## src/rtl/arm_cond_pkg.sv

```systemverilog
// Shared definitions for ARM conditional execution.
//   nzcv_t     : 4-bit status flags packed as {N,Z,C,V}
//   FLAG_*     : bit positions of each flag inside nzcv_t
//   cond_e     : 4-bit instruction condition field encodings COND_EQ..COND_NV
package arm_cond_pkg;

  typedef logic [3:0] nzcv_t;

  localparam int unsigned FLAG_N = 3;
  localparam int unsigned FLAG_Z = 2;
  localparam int unsigned FLAG_C = 1;
  localparam int unsigned FLAG_V = 0;

  typedef enum logic [3:0] {
    COND_EQ = 4'h0,
    COND_NE = 4'h1,
    COND_CS = 4'h2,
    COND_CC = 4'h3,
    COND_MI = 4'h4,
    COND_PL = 4'h5,
    COND_VS = 4'h6,
    COND_VC = 4'h7,
    COND_HI = 4'h8,
    COND_LS = 4'h9,
    COND_GE = 4'hA,
    COND_LT = 4'hB,
    COND_GT = 4'hC,
    COND_LE = 4'hD,
    COND_AL = 4'hE,
    COND_NV = 4'hF
  } cond_e;

endpackage

```

## src/rtl/cond_eval.sv

```systemverilog
// Pure combinational ARM condition decoder.
// Ports:
//   cond  in  4  instruction condition field
//   nzcv  in  4  flags {N,Z,C,V} to evaluate against
//   pass  out 1  condition holds (0 for the never code, never X)
module cond_eval
  import arm_cond_pkg::*;
(
  input  logic [3:0] cond,
  input  logic [3:0] nzcv,
  output logic       pass
);

  logic n, z, c, v;

  always_comb begin
    n = nzcv[FLAG_N];
    z = nzcv[FLAG_Z];
    c = nzcv[FLAG_C];
    v = nzcv[FLAG_V];
  end

  always_comb begin
    pass = 1'b0;
    case (cond_e'(cond))
      COND_EQ: pass = z;
      COND_NE: pass = ~z;
      COND_CS: pass = c;
      COND_CC: pass = ~c;
      COND_MI: pass = n;
      COND_PL: pass = ~n;
      COND_VS: pass = v;
      COND_VC: pass = ~v;
      COND_HI: pass = c & ~z;
      COND_LS: pass = ~c | z;
      COND_GE: pass = (n == v);
      COND_LT: pass = (n != v);
      COND_GT: pass = ~z & (n == v);
      COND_LE: pass = z | (n != v);
      COND_AL: pass = 1'b1;
      default: pass = 1'b0;
    endcase
  end

endmodule

```

## src/rtl/cond_exec_ctrl.sv

```systemverilog
// Issue-side conditional execution controller.
// Holds the architectural NZCV register, evaluates the ID instruction's
// condition, and stalls ID while flag-setting instructions are in flight.
// Optional build macro: COND_FLAG_FWD_EN -- when the last pending flag
// write commits this cycle (and no flush), decode uses the committed data
// directly and the pending-flags stall is lifted for that cycle.
// Ports:
//   clk, rst       clock, synchronous active-high reset
//   id_valid       ID holds a valid instruction
//   id_cond        ID condition field
//   id_set_flags   ID instruction sets flags
//   flag_wr_en     older instruction commits flags this cycle
//   flag_wr_data   committed {N,Z,C,V}
//   flush          pipeline flush
//   status_q       architectural {N,Z,C,V}
//   cond_pass      ID condition true
//   stall          hold ID this cycle
//   issue          ID instruction leaves this cycle
//   pend_cnt       in-flight flag-setter count
//   pend_err       sticky: flag write seen with nothing pending
module cond_exec_ctrl
  import arm_cond_pkg::*;
#(
  parameter int unsigned MAX_PEND = 3,
  parameter int unsigned PCNT_W   = 3
) (
  input  logic              clk,
  input  logic              rst,
  input  logic              id_valid,
  input  logic [3:0]        id_cond,
  input  logic              id_set_flags,
  input  logic              flag_wr_en,
  input  logic [3:0]        flag_wr_data,
  input  logic              flush,
  output logic [3:0]        status_q,
  output logic              cond_pass,
  output logic              stall,
  output logic              issue,
  output logic [PCNT_W-1:0] pend_cnt,
  output logic              pend_err
);

  localparam logic [PCNT_W-1:0] PEND_FULL = PCNT_W'(MAX_PEND);
  localparam logic [PCNT_W-1:0] PEND_ONE  = PCNT_W'(1);

  logic  fwd;
  nzcv_t dec_flags;
  logic  pend_zero;
  logic  stall_flags;
  logic  stall_full;
  logic  inc;
  logic  dec;

  always_comb begin
    pend_zero = (pend_cnt == '0);
`ifdef COND_FLAG_FWD_EN
    fwd = (pend_cnt == PEND_ONE) & flag_wr_en & ~flush;
`else
    fwd = 1'b0;
`endif
    dec_flags = fwd ? flag_wr_data : status_q;
  end

  cond_eval u_cond_eval (
    .cond (id_cond),
    .nzcv (dec_flags),
    .pass (cond_pass)
  );

  always_comb begin
    stall_flags = (id_cond != COND_AL) & ~pend_zero & ~fwd;
    stall_full  = id_set_flags & (pend_cnt == PEND_FULL);
    stall       = id_valid & ~flush & (stall_flags | stall_full);
    issue       = id_valid & ~stall & ~flush;
    // A failed-condition instruction writes no flags, so it is not tracked.
    inc         = issue & cond_pass & id_set_flags;
    dec         = flag_wr_en & ~pend_zero;
  end

  always_ff @(posedge clk) begin
    if (rst) begin
      status_q <= '0;
      pend_cnt <= '0;
      pend_err <= 1'b0;
    end else begin
      // The committing instruction is older than any flush, so its flags land.
      if (flag_wr_en) status_q <= flag_wr_data;

      if (flush)             pend_cnt <= '0;
      else if (inc && !dec)  pend_cnt <= pend_cnt + PEND_ONE;
      else if (dec && !inc)  pend_cnt <= pend_cnt - PEND_ONE;

      if (flag_wr_en && pend_zero && !flush) pend_err <= 1'b1;
    end
  end

endmodule

```

## config.mk

```make
export PLATFORM = sky130hd
export DESIGN_NAME = cond_exec_ctrl
export DESIGN_NICKNAME = d
export VERILOG_FILES = /design/src/rtl/arm_cond_pkg.sv /design/src/rtl/cond_eval.sv /design/src/rtl/cond_exec_ctrl.sv
export SDC_FILE = /design/constraint.sdc
export NUM_CORES = 1
export LEC_CHECK = 0
export CORE_MARGIN = 5
export CORE_UTILIZATION = 43
export DETAILED_ROUTE_END_ITERATION = 10
export PLACE_DENSITY_LB_ADDON = 0.05
export SYNTH_ARGS = -nofsm -noshare
export SYNTH_HDL_FRONTEND = slang
export SYNTH_HIERARCHICAL = 1
export SYNTH_SLANG_ARGS = --single-unit
```

## constraint.sdc

```tcl
create_clock -name clk -period 4.35 [get_ports clk]
set_input_delay 0.435 -clock clk [delete_from_list [all_inputs] [get_ports clk]]
set_output_delay 0.435 -clock clk [all_outputs]
set_load 0.05 [all_outputs]
```

# == Word-level counts from Yosys, hierarchy flattened ==
# Cells that the tools add are included.
# word_totals
regBits,8
output_inout_bits,11
# classes
addsub,2
eq_ne,18
n_mux,3
bitwise_logic,21
n_reduce_logical,11
# ops
operator,count
$eq A4 B4 Y1 const B,7
$eq A4 B3 Y1 const B,4
$pmux W1 S15,1
$and A1 B1 Y1,11
$eq A4 B2 Y1 const B,2
$not A1 Y1,7
$mux W3,2
$eq A4 B1 Y1 const B,1
$logic_and A1 B1 Y1,4
$logic_not A4 Y1,1
$ne A4 B4 Y1 const B,1
$add A3 B1 Y3 const B,1
$eq A3 B2 Y1 const B,1
$logic_not A1 Y1,3
$logic_not A3 Y1,1
$or A1 B1 Y1,3
$sub A3 B1 Y3 const B,1
$reduce_bool A2 Y1,1
$reduce_or A2 Y1,1
$eq A1 B1 Y1,1
$ne A1 B1 Y1,1

# == Longest topological paths before layout ==
# Gate-level depths: netlist (run 1).
# depth
depth_word,14
ltp_mapped,13

# == By module ==
# Netlist (run 1), hierarchy kept.
# modules_own_cells
mod,n_inst,cells_each,area_each_um2
cond_exec_ctrl,1,42,386.6
cond_eval,1,28,193.9

# == Least setup slack after synthesis (run 1) ==
# Ideal clock, no wire load.
# synth_path
path_type,register to register
startpoint,register status_q[3]
endpoint,register pend_cnt[2]
setup_ns,0.086
arrival_time_ns,3.179
required_ns,4.264
path_slack_ns,1.086
path_stages_with_launch,13
cell_sequence,dfxtp_1 -> xnor2_2 -> a221oi_1 -> a211o_1 -> a211o_1 -> nand2_1 -> nor3_1 -> ha_1 -> inv_1 -> fa_1 -> xor2_1 -> or3_1 -> a211oi_1
# synth_between
elab_chain_len,8
# synth_rtl
item,line,text
"start, declared",cond_exec_ctrl.sv:35,"output logic [3:0] status_q,"
"start signal, assigned",cond_exec_ctrl.sv:87,if (flag_wr_en) status_q <= flag_wr_data;
$ne A1 B1 Y1 / $eq A1 B1 Y1 (equally long branches),-,
$or A1 B1 Y1 / $and A1 B1 Y1 (equally long branches),"cond_eval.sv:39, cond_eval.sv:38",
$pmux W1 S15 *,cond_eval.sv:25,case (cond_e'(cond))
via cond_pass,cond_exec_ctrl.sv:36,"output logic cond_pass,"
$and A1 B1 Y1 * (2 in series),cond_exec_ctrl.sv:76,inc = issue & cond_pass & id_set_flags;
$logic_not A1 Y1,cond_exec_ctrl.sv:91,else if (dec && !inc) pend_cnt <= pend_cnt - PEND_ONE;
$logic_and A1 B1 Y1,cond_exec_ctrl.sv:91,
$reduce_bool A2 Y1 (no line),-,
"end signal, assigned",cond_exec_ctrl.sv:90,else if (inc && !dec) pend_cnt <= pend_cnt + PEND_ONE;
"end signal, assigned",cond_exec_ctrl.sv:91,
"end, declared",cond_exec_ctrl.sv:39,"output logic [PCNT_W-1:0] pend_cnt,"
# Mark *: on every way through the listed nets, which the timed path passes. The rest lies on a longest branch.
# A chain may end at the register's enable or synchronous reset.

# == Worst setup path in the final report (run 1) ==
# layout_path
startpoint,input id_cond[3]
endpoint,register pend_cnt[2]
# layout_between
elab_chain_len,12
# layout_rtl
item,line,text
"start, declared",cond_exec_ctrl.sv:30,"input logic [3:0] id_cond,"
$ne A4 B4 Y1,cond_exec_ctrl.sv:71,stall_flags = (id_cond != COND_AL) & ~pend_zero & ~fwd;
$and A1 B1 Y1,cond_exec_ctrl.sv:71,
$or A1 B1 Y1,cond_exec_ctrl.sv:73,stall = id_valid & ~flush & (stall_flags | stall_full);
$and A1 B1 Y1,cond_exec_ctrl.sv:73,
$not A1 Y1,cond_exec_ctrl.sv:74,issue = id_valid & ~stall & ~flush;
$and A1 B1 Y1 (2 in series),cond_exec_ctrl.sv:74,
$and A1 B1 Y1 * (2 in series),cond_exec_ctrl.sv:76,
$logic_not A1 Y1,cond_exec_ctrl.sv:91,
$logic_and A1 B1 Y1,cond_exec_ctrl.sv:91,
$reduce_bool A2 Y1 (no line),-,
# Every way passes the cells marked *; elsewhere a longest branch is shown, timed or not.

==> metrics.txt, run 1 <==
# TYPE chip_impl_metric gauge
chip_impl_metric{name="drt-vias-per-instance",unit=""} 5.454
chip_impl_metric{name="timing_hold_violations_final",unit=""} 0
chip_impl_metric{name="dp.final_hpwl",unit="microns"} 1073
chip_impl_metric{name="insertion_delay",unit="ns"} 0.25
chip_impl_metric{name="clock_tree.htree_level_count",unit=""} 1
chip_impl_metric{name="ys_async_sr_fraction",unit="%"} 0
chip_impl_metric{name="num_io_pins",unit=""} 25
chip_impl_metric{name="powerDensity",unit="nW/um^2"} 266.5
chip_impl_metric{name="yosys_warnings",unit=""} 6
chip_impl_metric{name="postRouteWirelength",unit="microns"} 1415
chip_impl_metric{name="fmaxAchievable",unit="GHz"} 0.3101
chip_impl_metric{name="hold_ws",unit="ns"} 0.4751
chip_impl_metric{name="pre_cts_ws",unit="ns"} 0.8961
chip_impl_metric{name="wire_per_inst",unit="microns"} 13.10
chip_impl_metric{name="final_layout_size_suffix_gt1_share",unit="%"} 5.376
chip_impl_metric{name="number_of_antenna_violations_at_the_first_check_in_global_routing",unit=""} 0
chip_impl_metric{name="post_cts_resize_count",unit=""} 0
chip_impl_metric{name="flop_and_latch_count_out_of_synthesis",unit=""} 8
chip_impl_metric{name="syn2layout_area_growth",unit="%"} 45.69
chip_impl_metric{name="clock_skew",unit="ns"} 0.0001869
chip_impl_metric{name="finalCriticalPeriod",unit="ns"} 3.225
chip_impl_metric{name="synth-edff-count",unit=""} 0
chip_impl_metric{name="cts.sinks",unit=""} 8
chip_impl_metric{name="initial_cell_density_of_the_core",unit="%"} 45.18
chip_impl_info{name="critPathKind",value="primary input to flop"} 1
chip_impl_metric{name="cap_viol_max_count",unit=""} 0
chip_impl_metric{name="track_usage",unit="%"} 14.58
chip_impl_info{name="critical_path.cell_chain",value="clkdlybuf4s50_1 > and3b_1 > a221oi_1 > a211o_1 > a211o_1 > nand2_1 > nor3_1 > ha_1 > inv_1 > fa_1 > xor2_1 > or3_1 > a211oi_1"} 1
chip_impl_info{name="clock_root_buffer",value="sky130_fd_sc_hd__clkbuf_4"} 1
chip_impl_metric{name="cp.buffers_inverters",unit=""} 2
chip_impl_info{name="endpoint_kind",value="flop"} 1
chip_impl_metric{name="finalPower",unit="uW"} 225.4
chip_impl_info{name="run_status",value="completed"} 1
chip_impl_info{name="rsz0062_at_grt",value="false"} 1
chip_impl_metric{name="grt_overflow",unit=""} 0
chip_impl_metric{name="count_of_mapped_cells_out_of_synthesis",unit=""} 70
chip_impl_metric{name="ys_seq_area_share",unit="%"} 27.59
chip_impl_metric{name="syn_nets",unit=""} 86
chip_impl_metric{name="dieWidth",unit="microns"} 46.75
chip_impl_info{name="top_cell_by_count_worst_path",value="sky130_fd_sc_hd__a211o_1"} 1
chip_impl_metric{name="drt_iter0_drc",unit=""} 12
chip_impl_info{name="hold_crit_path_type",value="flop to flop"} 1
chip_impl_metric{name="min_period_over_period",unit="%"} 74.13
chip_impl_info{name="critPathLaunchType",value="primary input"} 1
chip_impl_info{name="cts_tree",value="done"} 1
chip_impl_metric{name="yosys.cell_types.count",unit=""} 31
chip_impl_info{name="slowest_stage",value="sky130_fd_sc_hd__clkdlybuf4s50_1"} 1
chip_impl_metric{name="synth.avg_cell_area",unit="sq um"} 8.294
chip_impl_metric{name="setup_ws",unit="ns"} 1.125
chip_impl_metric{name="final_max_slew_viol_count",unit=""} 0
chip_impl_metric{name="drt.antenna.violating_nets",unit=""} 0
chip_impl_metric{name="route.vias.total",unit=""} 589
chip_impl_metric{name="dieHeight",unit="microns"} 46.75
chip_impl_metric{name="drt_pre_antenna_iters",unit=""} 4
chip_impl_metric{name="post-place-cells",unit=""} 105
chip_impl_metric{name="placement_rows",unit=""} 13
chip_impl_info{name="dominant_cells_by_area_after_synthesis",value="sky130_fd_sc_hd__dfxtp_1, sky130_fd_sc_hd__mux2i_1, sky130_fd_sc_hd__nor3_1"} 1
chip_impl_metric{name="setup_violations",unit=""} 0
chip_impl_metric{name="cts-hold-fix-buffers",unit=""} 0
chip_impl_metric{name="grt_pass1_wl",unit="microns"} 2318
chip_impl_metric{name="post-cts-setup-buffers",unit=""} 0
chip_impl_metric{name="syn_area",unit="sq um"} 580.6
chip_impl_metric{name="ir_drop",unit="V"} 0.0001600
chip_impl_metric{name="gp_routability_congestion",unit=""} 0.7482
chip_impl_metric{name="worst_pin_slew",unit="ns"} 0.5068
chip_impl_metric{name="critical_path.max_stage_delay",unit="ns"} 0.56
chip_impl_metric{name="port_buffers",unit=""} 24
chip_impl_info{name="critPathTopFamily",value="simple AND/OR/NAND/NOR gates"} 1
chip_impl_metric{name="first_global_vias",unit=""} 559
chip_impl_metric{name="fin_nets",unit=""} 111
chip_impl_metric{name="finish.cell_count_without_fillers",unit=""} 108
chip_impl_metric{name="cts_buffers",unit=""} 3
chip_impl_metric{name="tns",unit="ns"} 0
chip_impl_metric{name="insertedDiodeCount",unit=""} 0
chip_impl_info{name="synth_top_cells_by_count",value="sky130_fd_sc_hd__dfxtp_1, sky130_fd_sc_hd__nor2_1, sky130_fd_sc_hd__nor3_1"} 1
chip_impl_metric{name="grt_start_max_net_pins",unit=""} 11
chip_impl_metric{name="floorplan.die_area",unit="sq um"} 2185
chip_impl_info{name="yosysTopAreaCell",value="sky130_fd_sc_hd__dfxtp_1"} 1
chip_impl_metric{name="path_clk_slew",unit="ns"} 0.05
chip_impl_info{name="postSynth.topFlopCell",value="sky130_fd_sc_hd__dfxtp_1"} 1
chip_impl_metric{name="critPathArrivalTime",unit="ns"} 3.39
chip_impl_metric{name="core",unit="sq um"} 1285
chip_impl_metric{name="max_slew_margin",unit="%"} 66.11
chip_impl_metric{name="n_fill_cell",unit=""} 135
chip_impl_metric{name="timing.critical_path.fanout_max",unit=""} 10
chip_impl_metric{name="netlist.area_leader.share",unit="%"} 27.59
chip_impl_metric{name="route.detailed.drc",unit=""} 0
chip_impl_metric{name="power.leakage",unit="nW"} 0.3377
chip_impl_metric{name="critPathRequiredTime",unit="ns"} 4.51
chip_impl_metric{name="clock_tree.buffer_depth",unit=""} 2
-- cell usage in the layout (no fill, tap or decap), drive strengths merged --
master	synthesis	routed
xnor2	1	1
nor3b	1	1
ha	1	1
and4b	1	1
mux2	1	1
o31ai	1	1
mux2i	5	5
inv	2	2
a21oi	3	3
a211oi	1	1
a31oi	1	1
nor2	8	8
o21ai	2	2
clkbuf	3	3
or3	1	1
dfxtp	8	8
clkdlybuf4s50	0	24
nand2b	3	3
a211o	2	2
xor2	3	3
a22oi	1	1
nand2	4	4
and3b	1	1
nand4b	1	1
a221oi	1	1
o211ai	2	2
or2b	1	1
nor3	6	6
o22ai	1	1
nor2b	2	2
fa	1	1
-- state kept, by name (all words and copies together) (netlist names) --
register and cells:
pend_err 1, status_q 4, pend_cnt 3
-- layer usage --
| metal | vias up | global-route usage (%) | wire length, microns |
|---|---|---|---|
| met5 | - | 0 | 0 |
| met4 | 0 | 4.972 | 0 |
| met3 | 0 | 3.448 | 129 |
| met2 | 25 | 24.18 | 624 |
| met1 | 266 | 18.60 | 660 |
| li1 | 298 | - | - |
-- worst register-to-register path, delay by kind of cell, from the launching register on --
kind                     cells  cell delay (ns)
flip-flops                   1             0.48
AND/OR/NAND/NOR              3             0.50
XOR/XNOR                     2             0.31
AO/OA/AOI/OAI                4             0.82
adder cells (fa/ha/maj)      2             0.59
buffers and inverters        1             0.06
-- stage by stage --
stage          utilization (%)  area [sq um]
2_1_floorplan                -         580.6
3_3_place_gp             64.07         823.3
3_5_place_dp             64.07         823.3
4_1_cts                  65.82         845.8
5_1_grt                  65.82         845.8
6_report                 65.82         845.8
-- worst paths after layout --
| path | from | slack, ns | end | cells past startpoint |
|---|---|---|---|---|
| setup / recovery | id_cond[3] | 1.13 | pend_cnt[2]$_SDFFE_PP0P_ | 13 |
| hold / removal | pend_err$_SDFFE_PP0P_ | 0.48 | pend_err$_SDFFE_PP0P_ | 2 |
| setup reg to reg | status_q[3]$_SDFFE_PP0P_ | 1.50 | pend_cnt[2]$_SDFFE_PP0P_ | 12 |
| hold reg to reg | pend_err$_SDFFE_PP0P_ | 0.48 | pend_err$_SDFFE_PP0P_ | 2 |
-- logic make-up (layout without fill, tap and decap cells) --
logic type | after synthesis | after routing | synth area share, %
and+or+nand+nor | 29 | 29 | 26.73
buffers and inverters | 6 | 29 | 4.094
xor gates and xnor gates | 4 | 4 | 7.329
muxes | 6 | 6 | 11.21
AOI/OAI and AO/OA | 15 | 15 | 17.46
adders and majority gates | 2 | 2 | 5.603
DFF | 8 | 8 | 27.59
-- final cells by class --
cell class                 count  area, sq um  share of cell area, %
multi-input combinational     56        396.6                  46.89
timing repair buffer          24        240.2                  28.40
sequential                     8        160.2                  18.93
clock buffer                   3        22.52                  2.663
tap                           15        18.77                  2.219
inverter                       2        7.507                 0.8876
-- where the power goes --
part	switching (mW)	internal (mW)
clock	0.0234	0.0314
combinational	0.0479	0.0388
sequential	0.00617	0.0777
(Power assumes the default switching activity.)
==> run 2: changes to the inputs <==
Settings changed: CORE_UTILIZATION 43 to 36.
Clock period 4.35 ns to 2.75 ns, I/O delays scaled along.
==> run 2 against run 1 <==
Die area grew 15%. Critical path depth unchanged. Cell count is 14% higher. Clock power up 74%. Via count is 9.5% higher. Wire length rose by 12%. Final area rose by 20%. Sequential share of layout area shrank 1.6 points. Power increased by 72%. Critical path type unchanged. Critical endpoint unchanged. Largest cell class unchanged.
==> metrics.txt, run 2 (synthesized netlist as in run 1, its figures left out) <==
# TYPE chip_impl_metric gauge
chip_impl_metric{name="grt_pass1_wl",unit="microns"} 2490
chip_impl_metric{name="critPathArrivalTime",unit="ns"} 2.77
chip_impl_metric{name="clock_tree.buffer_depth",unit=""} 2
chip_impl_metric{name="cts_buffers",unit=""} 3
chip_impl_info{name="slowest_stage",value="sky130_fd_sc_hd__fa_1"} 1
chip_impl_metric{name="placement_rows",unit=""} 14
chip_impl_metric{name="cp.buffers_inverters",unit=""} 2
chip_impl_metric{name="core",unit="sq um"} 1524
chip_impl_metric{name="fin_nets",unit=""} 124
chip_impl_metric{name="port_buffers",unit=""} 24
chip_impl_info{name="critPathTopFamily",value="compound AO/OA/AOI/OAI gates"} 1
chip_impl_metric{name="clock_skew",unit="ns"} 0.005581
chip_impl_metric{name="ir_drop",unit="V"} 0.0002391
chip_impl_metric{name="finish.cell_count_without_fillers",unit=""} 123
chip_impl_metric{name="dieWidth",unit="microns"} 50.16
chip_impl_metric{name="number_of_antenna_violations_at_the_first_check_in_global_routing",unit=""} 0
chip_impl_metric{name="critical_path.max_stage_delay",unit="ns"} 0.37
chip_impl_metric{name="postRouteWirelength",unit="microns"} 1591
chip_impl_metric{name="setup_violations",unit=""} 0
chip_impl_metric{name="max_slew_margin",unit="%"} 66.59
chip_impl_metric{name="num_io_pins",unit=""} 25
chip_impl_metric{name="min_period_over_period",unit="%"} 94.66
chip_impl_metric{name="cts.sinks",unit=""} 8
chip_impl_info{name="critPathKind",value="primary input to flop"} 1
chip_impl_metric{name="cts-hold-fix-buffers",unit=""} 0
chip_impl_metric{name="powerDensity",unit="nW/um^2"} 383.7
chip_impl_info{name="final_cell_mix",value="sky130_fd_sc_hd__clkdlybuf4s50_1, sky130_fd_sc_hd__buf_4, sky130_fd_sc_hd__nor2_1"} 1
chip_impl_metric{name="dieHeight",unit="microns"} 50.16
chip_impl_metric{name="drt_pre_antenna_iters",unit=""} 4
chip_impl_metric{name="cap_viol_max_count",unit=""} 0
chip_impl_metric{name="route.vias.total",unit=""} 645
chip_impl_metric{name="power.leakage",unit="nW"} 0.4346
chip_impl_metric{name="floorplan.die_area",unit="sq um"} 2516
chip_impl_metric{name="final_layout_size_suffix_gt1_share",unit="%"} 31.78
chip_impl_metric{name="post-place-cells",unit=""} 117
chip_impl_metric{name="fmaxAchievable",unit="GHz"} 0.3841
chip_impl_metric{name="drt.antenna.violating_nets",unit=""} 0
chip_impl_metric{name="drt_iter0_drc",unit=""} 5
chip_impl_info{name="reg.largest.list",value="status_q (4), pend_cnt (3), pend_err (1)"} 1
chip_impl_info{name="run_status",value="completed"} 1
chip_impl_metric{name="syn2layout_area_growth",unit="%"} 74.35
chip_impl_metric{name="setup_ws",unit="ns"} 0.1467
chip_impl_info{name="endpoint_kind",value="flop"} 1
chip_impl_metric{name="largest_register_ffs",unit=""} 4
chip_impl_metric{name="path_clk_slew",unit="ns"} 0.05
chip_impl_info{name="commonest_non_fill_non_tap_cell_in_the_layout",value="sky130_fd_sc_hd__clkdlybuf4s50_1"} 1
chip_impl_metric{name="initial_cell_density_of_the_core",unit="%"} 38.10
chip_impl_metric{name="insertedDiodeCount",unit=""} 0
chip_impl_metric{name="finalCriticalPeriod",unit="ns"} 2.603
chip_impl_metric{name="timing_hold_violations_final",unit=""} 0
chip_impl_metric{name="worst_pin_slew",unit="ns"} 0.4996
chip_impl_metric{name="first_global_vias",unit=""} 577
chip_impl_metric{name="timing.critical_path.fanout_max",unit=""} 6
chip_impl_metric{name="dp.final_hpwl",unit="microns"} 1208
chip_impl_info{name="clock_root_buffer",value="sky130_fd_sc_hd__clkbuf_4"} 1
chip_impl_metric{name="drt-vias-per-instance",unit=""} 5.244
chip_impl_metric{name="route.detailed.drc",unit=""} 0
chip_impl_metric{name="clock_tree.htree_level_count",unit=""} 1
chip_impl_metric{name="finalCoreUtilization",unit="%"} 66.42
chip_impl_metric{name="wire_per_inst",unit="microns"} 12.93
chip_impl_metric{name="insertion_delay",unit="ns"} 0.25
chip_impl_metric{name="n_fill_cell",unit=""} 144
chip_impl_info{name="critical_path.cell_chain",value="dlygate4sd2_1 > and3b_1 > a221oi_2 > a211o_1 > a211o_4 > nand2_1 > nor3_2 > ha_2 > inv_1 > fa_1 > xor2_1 > or3_1 > a211oi_2"} 1
chip_impl_metric{name="final_max_slew_viol_count",unit=""} 0
chip_impl_metric{name="grt_start_max_net_pins",unit=""} 9
chip_impl_info{name="cts_tree",value="done"} 1
chip_impl_metric{name="gp_routability_congestion",unit=""} 0.7874
chip_impl_metric{name="critPathRequiredTime",unit="ns"} 2.92
chip_impl_metric{name="track_usage",unit="%"} 12.33
chip_impl_info{name="top_reg_by_flops",value="status_q"} 1
chip_impl_info{name="hold_crit_path_type",value="flop to flop"} 1
chip_impl_metric{name="hold_ws",unit="ns"} 0.4826
chip_impl_metric{name="grt_overflow",unit=""} 0
chip_impl_info{name="critPathLaunchType",value="primary input"} 1
chip_impl_metric{name="pre_cts_ws",unit="ns"} -0.4152
## run 2: changes by cell type in the layout (fill, tap and decap cells not counted), moves of 3 or more
cell / before / now
sky130_fd_sc_hd__dfxtp_1: 8 / 4
sky130_fd_sc_hd__clkdlybuf4s50_1: 24 / 17
sky130_fd_sc_hd__buf_4: 0 / 15
sky130_fd_sc_hd__nor3_1: 6 / 3
sky130_fd_sc_hd__nor3_2: 0 / 3
sky130_fd_sc_hd__dfxtp_4: 0 / 4
sky130_fd_sc_hd__dlygate4sd2_1: 0 / 3
## run 2: path summary, 6_finish.rpt
| kind | from | cells past startpoint | slack (ns) | to |
|---|---|---|---|---|
| setup / recovery | id_cond[3] | 13 | 0.15 | pend_cnt[2]$_SDFFE_PP0P_ |
| hold / removal | pend_err$_SDFFE_PP0P_ | 2 | 0.48 | pend_err$_SDFFE_PP0P_ |
| setup reg to reg | status_q[1]$_SDFFE_PP0P_ | 12 | 0.15 | pend_cnt[2]$_SDFFE_PP0P_ |
| hold reg to reg | pend_err$_SDFFE_PP0P_ | 2 | 0.48 | pend_err$_SDFFE_PP0P_ |
## run 2: per-layer routing
| layer | global-route usage [%] | part of all wire, % | up-vias |
|---|---|---|---|
| met5 | 0 | 0 | - |
| met4 | 6.550 | 0.75 | 0 |
| met3 | 2.071 | 7.7 | 2 |
| met2 | 18.41 | 48 | 24 |
| met1 | 16.79 | 44 | 291 |
| li1 | - | - | 328 |
## run 2: layout make-up
cell class / count / area [sq um] / area share (%)
clock buffers: 4 / 26.28 / 2.596
inverters: 2 / 7.507 / 0.7417
well taps: 16 / 20.02 / 1.978
repair buffers: 37 / 341.6 / 33.75
multi-input cells: 56 / 441.7 / 43.63
flip-flops and latches: 8 / 175.2 / 17.31
## run 2: power by group
group / total (mW) / leakage (nW) / switching (mW) / internal, mW
clock: 0.0953 / 0.0150 / 0.0398 / 0.0555
combinational: 0.162 / 0.351 / 0.0852 / 0.0773
sequential: 0.131 / 0.0682 / 0.00913 / 0.121
total: 0.388 / 0.435 / 0.134 / 0.254
## run 2: worst register-to-register path, cell delays in order, from the launching register on
cell and delay (ns):
sky130_fd_sc_hd__dfxtp_4 0.35, sky130_fd_sc_hd__nor2b_2 0.16, sky130_fd_sc_hd__a221oi_2 0.29, sky130_fd_sc_hd__a211o_1 0.14
sky130_fd_sc_hd__a211o_4 0.13, sky130_fd_sc_hd__nand2_1 0.06, sky130_fd_sc_hd__nor3_2 0.11, sky130_fd_sc_hd__ha_2 0.19
sky130_fd_sc_hd__inv_1 0.05, sky130_fd_sc_hd__fa_1 0.37, sky130_fd_sc_hd__xor2_1 0.16, sky130_fd_sc_hd__or3_1 0.32
sky130_fd_sc_hd__a211oi_2 0.18
## run 2: what timing repair did
action / CTS / global route
endpoints found under the hold margin: 0 / 0
setup endpoints to repair: 1 / 1
gates resized for setup: 3 / 6
pin swaps: 0 / 7
setup buffers: 0 / 2
## run 2: stage by stage
stage / area (sq um) / power (mW) / setup TNS, ns
6_report: 1012 / 0.3884 / 0
5_1_grt: 1012 / 0.4151 / -0.03060
4_1_cts: 972.2 / 0.3885 / 0
3_5_place_dp: 949.7 / 0.2902 / -0.6363
3_3_place_gp: 949.7 / 0.2898 / -0.6135
2_1_floorplan: 618.1 / 0.2266 / 0
==> run 3: changes to the inputs <==
Settings changed: RECOVER_POWER from default to 25.
==> run 3 against run 2 <==
Wire length about the same. Cell count unchanged. Critical endpoint unchanged. Largest cell class unchanged. Worst hold slack unchanged. Global-route usage unchanged. Critical path depth down 1. Via count down 1.6%. Core utilization down 0.25 points.
==> metrics.txt, run 3 (synthesized netlist as in run 1, its figures left out) <==
# TYPE chip_impl_metric gauge
chip_impl_metric{name="initial_cell_density_of_the_core",unit="%"} 38.10
chip_impl_metric{name="worst_pin_slew",unit="ns"} 0.4996
chip_impl_metric{name="drt_iter0_drc",unit=""} 6
chip_impl_metric{name="max_slew_margin",unit="%"} 66.59
chip_impl_metric{name="critPathRequiredTime",unit="ns"} 2.92
chip_impl_metric{name="insertion_delay",unit="ns"} 0.25
chip_impl_metric{name="cts-hold-fix-buffers",unit=""} 0
chip_impl_metric{name="timing_hold_violations_final",unit=""} 0
chip_impl_metric{name="critPathArrivalTime",unit="ns"} 2.78
chip_impl_metric{name="route.detailed.drc",unit=""} 0
chip_impl_metric{name="drt-vias-per-instance",unit=""} 5.163
chip_impl_info{name="top_reg_by_flops",value="status_q"} 1
chip_impl_info{name="critPathTopFamily",value="compound AO/OA/AOI/OAI gates"} 1
chip_impl_metric{name="final_max_slew_viol_count",unit=""} 0
chip_impl_metric{name="finalCoreUtilization",unit="%"} 66.17
chip_impl_info{name="endpoint_kind",value="flop"} 1
chip_impl_metric{name="first_global_vias",unit=""} 577
chip_impl_info{name="clock_root_buffer",value="sky130_fd_sc_hd__clkbuf_4"} 1
chip_impl_metric{name="num_io_pins",unit=""} 25
chip_impl_metric{name="postRouteWirelength",unit="microns"} 1590
chip_impl_metric{name="grt_overflow",unit=""} 0
chip_impl_metric{name="track_usage",unit="%"} 12.33
chip_impl_metric{name="syn2layout_area_growth",unit="%"} 73.71
chip_impl_metric{name="insertedDiodeCount",unit=""} 0
chip_impl_metric{name="wire_per_inst",unit="microns"} 12.93
chip_impl_metric{name="clock_skew",unit="ns"} 0.005384
chip_impl_metric{name="gp_routability_congestion",unit=""} 0.7874
chip_impl_metric{name="clock_tree.buffer_depth",unit=""} 2
chip_impl_metric{name="critical_path.max_stage_delay",unit="ns"} 0.37
chip_impl_metric{name="tns",unit="ns"} 0
chip_impl_metric{name="timing.critical_path.fanout_max",unit=""} 4
chip_impl_metric{name="largest_register_ffs",unit=""} 4
chip_impl_metric{name="fmaxAchievable",unit="GHz"} 0.3836
chip_impl_info{name="critPathLaunchType",value="flop"} 1
chip_impl_info{name="hold_crit_path_type",value="flop to flop"} 1
chip_impl_metric{name="dieHeight",unit="microns"} 50.16
chip_impl_metric{name="route.vias.total",unit=""} 635
chip_impl_metric{name="cap_viol_max_count",unit=""} 0
chip_impl_info{name="final_cell_mix",value="sky130_fd_sc_hd__clkdlybuf4s50_1, sky130_fd_sc_hd__buf_4, sky130_fd_sc_hd__nor2_1"} 1
chip_impl_info{name="critical_path.cell_chain",value="nor2b_2 > a221oi_2 > a211o_1 > a211o_4 > nand2_1 > nor3_2 > ha_2 > inv_1 > fa_1 > xor2_1 > or3_1 > a211oi_2"} 1
chip_impl_metric{name="core",unit="sq um"} 1524
chip_impl_metric{name="finalCriticalPeriod",unit="ns"} 2.607
chip_impl_metric{name="fin_nets",unit=""} 124
chip_impl_metric{name="dieWidth",unit="microns"} 50.16
chip_impl_metric{name="setup_violations",unit=""} 0
chip_impl_metric{name="ir_drop",unit="V"} 0.0002390
chip_impl_metric{name="clock_tree.htree_level_count",unit=""} 1
chip_impl_metric{name="final_layout_size_suffix_gt1_share",unit="%"} 30.84
chip_impl_metric{name="min_period_over_period",unit="%"} 94.80
chip_impl_metric{name="drt.antenna.violating_nets",unit=""} 0
chip_impl_metric{name="port_buffers",unit=""} 24
chip_impl_metric{name="path_clk_slew",unit="ns"} 0.06
chip_impl_info{name="cts_tree",value="done"} 1
chip_impl_metric{name="cts_buffers",unit=""} 3
chip_impl_info{name="commonest_non_fill_non_tap_cell_in_the_layout",value="sky130_fd_sc_hd__clkdlybuf4s50_1"} 1
chip_impl_metric{name="setup_ws",unit="ns"} 0.1431
chip_impl_metric{name="drt_pre_antenna_iters",unit=""} 4
chip_impl_info{name="reg.largest.list",value="status_q (4), pend_cnt (3), pend_err (1)"} 1
chip_impl_metric{name="powerDensity",unit="nW/um^2"} 384.4
chip_impl_metric{name="cts.sinks",unit=""} 8
chip_impl_metric{name="number_of_antenna_violations_at_the_first_check_in_global_routing",unit=""} 0
chip_impl_metric{name="floorplan.die_area",unit="sq um"} 2516
chip_impl_info{name="slowest_stage",value="sky130_fd_sc_hd__fa_1"} 1
chip_impl_metric{name="cp.buffers_inverters",unit=""} 1
chip_impl_info{name="critPathKind",value="flop to flop"} 1
chip_impl_metric{name="dp.final_hpwl",unit="microns"} 1208
chip_impl_metric{name="layout.cell_area.non_filler",unit="sq um"} 1008
chip_impl_metric{name="pre_cts_ws",unit="ns"} -0.4152
chip_impl_info{name="run_status",value="completed"} 1
chip_impl_metric{name="hold_ws",unit="ns"} 0.4826
chip_impl_metric{name="placement.cell_area",unit="sq um"} 949.7
chip_impl_metric{name="placement_rows",unit=""} 14
chip_impl_metric{name="grt_start_max_net_pins",unit=""} 9
chip_impl_metric{name="grt_pass1_wl",unit="microns"} 2490
chip_impl_metric{name="power.leakage",unit="nW"} 0.4313
## run 3: where the power goes
| group | internal (mW) | switching [mW] | total (mW) |
|---|---|---|---|
| combinational | 0.0764 | 0.0854 | 0.162 |
| clock | 0.0555 | 0.0398 | 0.0953 |
| sequential | 0.121 | 0.00909 | 0.131 |
| total | 0.253 | 0.134 | 0.388 |
## run 3: worst register-to-register path: cells and delay by family, from the launching register on
family | cells | cell delay (ns)
flops | 1 | 0.35
simple gates | 4 | 0.65
fa+ha+maj | 2 | 0.56
xor+xnor | 1 | 0.16
buf+inv | 1 | 0.05
compound gates | 4 | 0.75
## run 3: final cells by class
| cell class | instances | area (sq um) |
|---|---|---|
| flip-flops and latches | 8 | 175.2 |
| fillers | 146 | 515.5 |
| inverters | 2 | 7.507 |
| clock buffers | 4 | 26.28 |
| multi-input cells | 56 | 441.7 |
| well taps | 16 | 20.02 |
| repair buffers | 37 | 337.8 |
## run 3: final timing paths
| check | from | end | cells past startpoint | slack, ns |
|---|---|---|---|---|
| worst min register to register | pend_err$_SDFFE_PP0P_ | pend_err$_SDFFE_PP0P_ | 2 | 0.48 |
| worst max register to register | status_q[1]$_SDFFE_PP0P_ | pend_cnt[2]$_SDFFE_PP0P_ | 12 | 0.14 |
| worst max-delay path | status_q[1]$_SDFFE_PP0P_ | pend_cnt[2]$_SDFFE_PP0P_ | 12 | 0.14 |
| worst min-delay path | pend_err$_SDFFE_PP0P_ | pend_err$_SDFFE_PP0P_ | 2 | 0.48 |
## run 3: through the flow
step / instances / total power, mW
final: 123 / 0.3876
after CTS: 121 / 0.3885
after floorplan: 70 / 0.2266
after global routing: 123 / 0.4142
after global placement: 117 / 0.2898
after detailed placement: 117 / 0.2902
## run 3: per-layer routing
metal	part of all wire, %	up-vias	track usage [%]
li1	-	329	-
met1	45	287	16.79
met2	47	17	18.41
met3	6.8	2	2.071
met4	0.75	0	6.550
met5	0	-	0
## run 3: repair_timing
action / 4_1_cts / 5_1_grt
resized for setup: 3 / 6
pin swaps: 0 / 7
setup buffers: 0 / 2
setup endpoints to repair: 1 / 1
cloned: 0 / 0
